[config.mk]
export PLATFORM = sky130hd
export DESIGN_NAME = uart_rx_deframer
export DESIGN_NICKNAME = d
export VERILOG_FILES = /design/src/rtl/uart_pkg.sv /design/src/rtl/uart_rx_fifo.sv /design/src/rtl/uart_rx_deframer.sv
export SDC_FILE = /design/constraint.sdc
export NUM_CORES = 1
export LEC_CHECK = 0
export CAP_MARGIN = 20
export CORE_MARGIN = 5
export CORE_UTILIZATION = 40
export DETAILED_ROUTE_END_ITERATION = 6
export MAX_ROUTING_LAYER = met4
export PLACE_DENSITY = 0.65
export SLEW_MARGIN = 20
export SYNTH_ARGS = -nofsm -noshare
export SYNTH_HDL_FRONTEND = slang
export SYNTH_SLANG_ARGS = --single-unit
export TNS_END_PERCENT = 5
[constraint.sdc]
create_clock -name clk -period 4.94 [get_ports clk]
set_input_delay 0.741 -clock clk [delete_from_list [all_inputs] [get_ports clk]]
set_output_delay 0.741 -clock clk [all_outputs]
set_load 0.05 [all_outputs]
[src/rtl/uart_pkg.sv]
// Shared types and helpers for the UART receive deframer: parity-mode
// encoding, stop-field offsets and the value shown by an empty output queue.
package uart_pkg;

    typedef enum logic [1:0] {
        PAR_NONE = 2'b00,
        PAR_EVEN = 2'b01,
        PAR_ODD  = 2'b10
    } par_mode_e;

    // Widest supported data field is 9 bits; users slice to DATA_W.
    localparam logic [8:0] IDLE_DATA = 9'h1FF;

    // The reserved encoding 2'b11 behaves exactly like "no parity".
    function automatic par_mode_e decode_mode(input logic [1:0] raw);
        par_mode_e m;
        case (raw)
            2'b01:   m = PAR_EVEN;
            2'b10:   m = PAR_ODD;
            default: m = PAR_NONE;
        endcase
        return m;
    endfunction

    // Index of the first stop bit: after start, data and (optionally) parity.
    function automatic int stop_base(input int data_w, input logic parity_on);
        int base;
        if (parity_on) begin
            base = data_w + 2;
        end else begin
            base = data_w + 1;
        end
        return base;
    endfunction

endpackage

[src/rtl/uart_rx_fifo.sv]
// Small synchronous FIFO for deframed UART entries. Pointers carry one extra
// wrap bit so full and empty are distinguishable without a separate counter.
module uart_rx_fifo #(
    parameter  int WIDTH = 10,
    parameter  int DEPTH = 2,
    localparam int AW    = $clog2(DEPTH)
) (
    input  logic             clk_i,
    input  logic             reset_n_i,
    input  logic             push_i,
    input  logic             pop_i,
    input  logic [WIDTH-1:0] wdata_i,
    output logic [WIDTH-1:0] rdata_o,
    output logic             full_o,
    output logic             empty_o,
    output logic [AW:0]      fill_o
);

    logic [AW:0]      wr_q, wr_d;
    logic [AW:0]      rd_q, rd_d;
    logic [WIDTH-1:0] mem_q [DEPTH];
    logic             wr_en_s;
    logic             rd_en_s;
    logic [AW:0]      fill_s;

    assign fill_s  = wr_q - rd_q;
    assign full_o  = (fill_s == (AW+1)'(DEPTH));
    assign empty_o = (wr_q == rd_q);
    assign fill_o  = fill_s;
    assign rdata_o = mem_q[rd_q[AW-1:0]];

    // A push into a full queue is only accepted when the head leaves in the same cycle.
    assign wr_en_s = push_i & (~full_o | pop_i);
    assign rd_en_s = pop_i & ~empty_o;

    // Pointer next-state.
    always_comb begin
        wr_d = wr_q;
        rd_d = rd_q;
        if (wr_en_s) begin
            wr_d = wr_q + {{AW{1'b0}}, 1'b1};
        end else begin
            wr_d = wr_q;
        end
        if (rd_en_s) begin
            rd_d = rd_q + {{AW{1'b0}}, 1'b1};
        end else begin
            rd_d = rd_q;
        end
    end

    // Pointer registers.
    always_ff @(posedge clk_i or negedge reset_n_i) begin
        if (!reset_n_i) begin
            wr_q <= {(AW+1){1'b0}};
            rd_q <= {(AW+1){1'b0}};
        end else begin
            wr_q <= wr_d;
            rd_q <= rd_d;
        end
    end

    // Entry storage.
    always_ff @(posedge clk_i or negedge reset_n_i) begin
        if (!reset_n_i) begin
            for (int i = 0; i < DEPTH; i++) begin
                mem_q[i] <= {WIDTH{1'b0}};
            end
        end else if (wr_en_s) begin
            mem_q[wr_q[AW-1:0]] <= wdata_i;
        end
    end

endmodule

[src/rtl/uart_rx_deframer.sv]
// UART receive deframer: captures a full frame, checks parity and framing,
// and queues tagged data bytes. Break detection is enabled by UART_RX_BREAK_DETECT_EN.
module uart_rx_deframer
    import uart_pkg::*;
#(
    parameter  int DATA_W    = 8,
    parameter  int STOP_BITS = 1,
    parameter  int DEPTH     = 2,
    localparam int FRAME_W   = 2 + DATA_W + STOP_BITS,
    localparam int FILL_W    = $clog2(DEPTH) + 1
) (
    input  logic               clk,
    input  logic               reset_n,
    input  logic               frame_valid,
    input  logic [FRAME_W-1:0] frame_in,
    input  logic [1:0]         parity_mode,
    input  logic               err_clr,
    output logic [DATA_W-1:0]  data_out,
    output logic               parity_err,
    output logic               frame_err,
    output logic               data_valid,
    input  logic               data_ready,
    output logic               overrun_err,
    output logic               break_det,
    output logic [FILL_W-1:0]  fill
);

    localparam int ENTRY_W     = DATA_W + 2;
    localparam int STOP_PAR    = stop_base(DATA_W, 1'b1);
    localparam int STOP_NO_PAR = stop_base(DATA_W, 1'b0);

    logic               cap_vld_q, cap_vld_d;
    logic [FRAME_W-1:0] frame_q, frame_d;
    par_mode_e          mode_q, mode_d;

    logic [DATA_W-1:0]    data_s;
    logic                 par_bit_s;
    logic [STOP_BITS-1:0] stops_s;
    logic                 perr_s;
    logic                 ferr_s;
    logic                 is_break_s;
    logic                 push_s;
    logic                 pop_s;
    logic                 drop_s;

    logic               overrun_q, overrun_d;
    logic               break_q, break_d;

    logic [ENTRY_W-1:0] head_s;
    logic               full_s;
    logic               empty_s;

    // Capture stage next-state: a strobe always loads, otherwise hold the last frame.
    always_comb begin
        cap_vld_d = frame_valid;
        frame_d   = frame_q;
        mode_d    = mode_q;
        if (frame_valid) begin
            frame_d = frame_in;
            mode_d  = decode_mode(parity_mode);
        end else begin
            frame_d = frame_q;
            mode_d  = mode_q;
        end
    end

    // Capture stage registers.
    always_ff @(posedge clk or negedge reset_n) begin
        if (!reset_n) begin
            cap_vld_q <= 1'b0;
            frame_q   <= {FRAME_W{1'b0}};
            mode_q    <= PAR_NONE;
        end else begin
            cap_vld_q <= cap_vld_d;
            frame_q   <= frame_d;
            mode_q    <= mode_d;
        end
    end

    assign data_s    = frame_q[DATA_W:1];
    assign par_bit_s = frame_q[DATA_W+1];

    // Field checks; without parity the stop field slides down by one bit.
    always_comb begin
        perr_s  = 1'b0;
        stops_s = frame_q[STOP_NO_PAR +: STOP_BITS];
        case (mode_q)
            PAR_EVEN: begin
                perr_s  = ((^data_s) ^ par_bit_s) != 1'b0;
                stops_s = frame_q[STOP_PAR +: STOP_BITS];
            end
            PAR_ODD: begin
                perr_s  = ((^data_s) ^ par_bit_s) != 1'b1;
                stops_s = frame_q[STOP_PAR +: STOP_BITS];
            end
            default: begin
                perr_s  = 1'b0;
                stops_s = frame_q[STOP_NO_PAR +: STOP_BITS];
            end
        endcase
        ferr_s = frame_q[0] | (stops_s != {STOP_BITS{1'b1}});
    end

`ifdef UART_RX_BREAK_DETECT_EN
    assign is_break_s = (frame_q == {FRAME_W{1'b0}});
`else
    assign is_break_s = 1'b0;
`endif

    assign pop_s  = ~empty_s & data_ready;
    assign push_s = cap_vld_q & ~is_break_s;
    assign drop_s = push_s & full_s & ~pop_s;

    // Sticky overrun and break pulse next-state; a fresh drop beats a clear.
    always_comb begin
        overrun_d = overrun_q;
        break_d   = cap_vld_q & is_break_s;
        if (drop_s) begin
            overrun_d = 1'b1;
        end else if (err_clr) begin
            overrun_d = 1'b0;
        end else begin
            overrun_d = overrun_q;
        end
    end

    // Status registers.
    always_ff @(posedge clk or negedge reset_n) begin
        if (!reset_n) begin
            overrun_q <= 1'b0;
            break_q   <= 1'b0;
        end else begin
            overrun_q <= overrun_d;
            break_q   <= break_d;
        end
    end

    uart_rx_fifo #(
        .WIDTH (ENTRY_W),
        .DEPTH (DEPTH)
    ) u_fifo (
        .clk_i     (clk),
        .reset_n_i (reset_n),
        .push_i    (push_s),
        .pop_i     (pop_s),
        .wdata_i   ({perr_s, ferr_s, data_s}),
        .rdata_o   (head_s),
        .full_o    (full_s),
        .empty_o   (empty_s),
        .fill_o    (fill)
    );

    // Empty queue shows an idle all-ones byte with clean tags.
    always_comb begin
        data_out   = IDLE_DATA[DATA_W-1:0];
        parity_err = 1'b0;
        frame_err  = 1'b0;
        if (!empty_s) begin
            data_out   = head_s[DATA_W-1:0];
            frame_err  = head_s[DATA_W];
            parity_err = head_s[DATA_W+1];
        end else begin
            data_out   = IDLE_DATA[DATA_W-1:0];
            parity_err = 1'b0;
            frame_err  = 1'b0;
        end
    end

    assign data_valid  = ~empty_s;
    assign overrun_err = overrun_q;
    assign break_det   = break_q;

endmodule

==> impl_metrics.json <==
{
  "period_share": 0.6927,
  "cp_cell_sequence": "ha_1 -> nand2_1 -> nand2_1 -> clkdlybuf4s50_1",
  "path_buf_inv": 1,
  "grt_setup_unrepaired": "false",
  "cp_slowest_cell": "clkdlybuf4s50_1",
  "layout_common_cells": "dfrtp_1, mux2_2, clkdlybuf4s50_1",
  "clk_latency_ns": 0.29,
  "vias_per_cell": 5.196,
  "tightestPinTransition_ns": 0.8633,
  "relSlewSlack": 0.4245,
  "synth_area_um2": 1926,
  "drt_wl_total_um": 3794,
  "area_growth_pct": 22.74,
  "place_area_um2": 2276,
  "report.final.slew_viol_count": 0,
  "ys_types": 26,
  "drive_gt1_frac": 0.2431,
  "dp_cells": 228,
  "clk_pin_slew_ns": 0.07,
  "synth_seq_cells": 39,
  "setup_viol": 0,
  "dr.first_iter.drc_count": 57,
  "fmax_mhz": 292.2,
  "min_to": "u_fifo.mem_q[2]",
  "postSynthCellCount": 148,
  "ys_seq_area_frac": 0.5068,
  "r2r_setup_slack_ns": 2.53,
  "core_region_area_um2": 4692,
  "r2r_start": "u_fifo.rd_q[0]",
  "synth-xor-area-share": 0.08187,
  "boundaryPins": 33,
  "dieArea_um2": 6301,
  "maxCapViolations": 0,
  "nets": 202,
  "mappedNetlistNets": 169,
  "cp_max_fo": 13,
  "period_needed_ns": 3.422,
  "hold_path_depth": 1,
  "tritoncts": "built",
  "critPathKind": "reg2out",
  "avgSynthCellArea_um2": 13.01,
  "initial_utilization": 0.4104,
  "numCtsBuffers": 5,
  "arrival_ns": 2.68,
  "yosys.area_share.adder": 0.01949,
  "end_kind": "output port",
  "cts-hold-fix-buffers": 0,
  "min_path_type": "reg2reg",
  "gp_congestion": 0.8188,
  "start_kind": "flop",
  "die_h_um": 79.38,
  "firstDrtPassIters": 2,
  "grt_max_degree": 40,
  "netlist.top_cell.by_area": "dfrtp_1",
  "track_usage": 0.1348,
  "yosysWarnings": 0,
  "final-instance-count-excl-fill": 235,
  "r2r_cells": 5,
  "yosys.area.top_type_share": 0.5068,
  "wl_per_cell_um": 16.14,
  "r2r-end": "u_fifo.mem_q[15]",
  "cp.required_ns": 4.20,
  "dp_hpwl_um": 2694,
  "clockRootBuffer": "clkbuf_8",
  "cts_sinks": 39,
  "diodes": 0,
  "synth_top_family_by_area": "multiplexers",
  "synthArstFlopShare": 1.000,
  "tns_ns": 0,
  "die_w_um": 79.38,
  "crit_top_cell": "nand2_1",
  "port_buffers": 31,
  "run_status": "completed",
  "synth_area_leaders": "dfrtp_1, mux2_2, mux2i_1",
  "ant_nets": 0,
  "utilization": 0.5037,
  "max_stage_delay_ns": 0.81,
  "final_common_cell": "dfrtp_1",
  "synth_ff_type": "dfrtp_1",
  "synth-edff-count": 0,
  "clockBufferDepth": 2,
  "synth-simple-area-share": 0.08512,
  "grt_pass1_wl_um": 6258,
  "num_rows": 25,
  "route.detailed.drc": 0,
  "first_global_vias": 1278,
  "hold_violations": 0,
  "cts_resized": 0,
  "hold_start": "u_fifo.mem_q[2]",
  "synthMuxAreaShare": 0.2443,
  "crit_family": "buffers and inverters",
  "finClkSkew_ns": 0.01214,
  "grt.overflow.total": 0,
  "grt_antenna_before_repair": 0,
  "synth_compound_area_frac": 0.03899,
  "route.vias.total": 1221,
  "cts_setup_buffers": 0,
  "h-tree-depth": 2,
  "post-route-cell-area_um2": 2364
}
## cells in the mapped netlist (3+ instances only)
library cell	instances
nand2_1	14
a21oi_1	3
clkbuf_1	3
ha_1	3
mux2i_1	11
and2_1	3
nand3_1	3
xnor2_1	6
o2111ai_1	4
o21ai_0	5
dfrtp_1	39
inv_1	5
mux2_2	30
nor2b_1	3
## worst max-delay path by stage
stage | end | cells after the start | start
6_report | data_out[4] | 4 | u_fifo.rd_q[0]
3_5_place_dp | data_valid | 3 | u_fifo.rd_q[0]
5_1_grt | data_out[2] | 4 | u_fifo.rd_q[0]
4_1_cts | data_out[6] | 4 | u_fifo.rd_q[0]
2_1_floorplan | data_out[0] | 4 | u_fifo.rd_q[0]
3_3_place_gp | data_valid | 3 | u_fifo.rd_q[0]
## cells by family after synthesis
logic type,count (synthesis)
multiplexers,42
flip-flops,39
AND/OR/NAND/NOR,30
AO/OA/AOI/OAI,12
XOR/XNOR,11
buffers and inverters,10
adder cells (fa/ha/maj),3
other,1
## worst register-to-register path: cells and delay by family (launching register included)
| kind | cells | cell delay, ns |
|---|---|---|
| AND/OR/NAND/NOR | 2 | 0.57 |
| multiplexers | 2 | 0.60 |
| flip-flops | 1 | 0.63 |
| adder cells (fa/ha/maj) | 1 | 0.50 |
## area by class of cell
type | count | area [µm²]
clock buffer | 6 | 82.58
clock inverter | 1 | 5.005
fill | 428 | 2328
inverter | 5 | 18.77
multi-input combinational | 99 | 908.4
sequential | 39 | 975.9
tap | 54 | 67.56
timing repair buffer | 31 | 305.3
## flip-flops by register name (all words and copies together) (netlist names)
| signal | count |
|---|---|
| u_fifo.mem_q | 20 |
| frame_q | 11 |
| mode_q | 2 |
| u_fifo.rd_q | 2 |
| u_fifo.wr_q | 2 |
| cap_vld_q | 1 |
| overrun_err | 1 |
## metrics by stage
step,setup slack (ns),hold slack [ns]
2_1_floorplan,2.201,0.4454
3_3_place_gp,1.862,0.4896
3_5_place_dp,1.835,0.4958
4_1_cts,1.500,0.5118
5_1_grt,1.321,0.5298
6_report,1.518,0.5075
## per-layer routing
metal / vias up / part of all wire / routed length (µm) / GRT usage
met3: 5 / 0.048 / 184 / 0.04515
met4: 0 / 0.013 / 51 / 0.04124
met5: - / 0 / 0 / -
li1: 576 / - / - / -
met1: 611 / 0.45 / 1718 / 0.1610
met2: 29 / 0.48 / 1839 / 0.2172
Power is left out: the tool's default activity adds up to more than one toggle a clock period on the data nets, which glitch-free logic cannot reach.
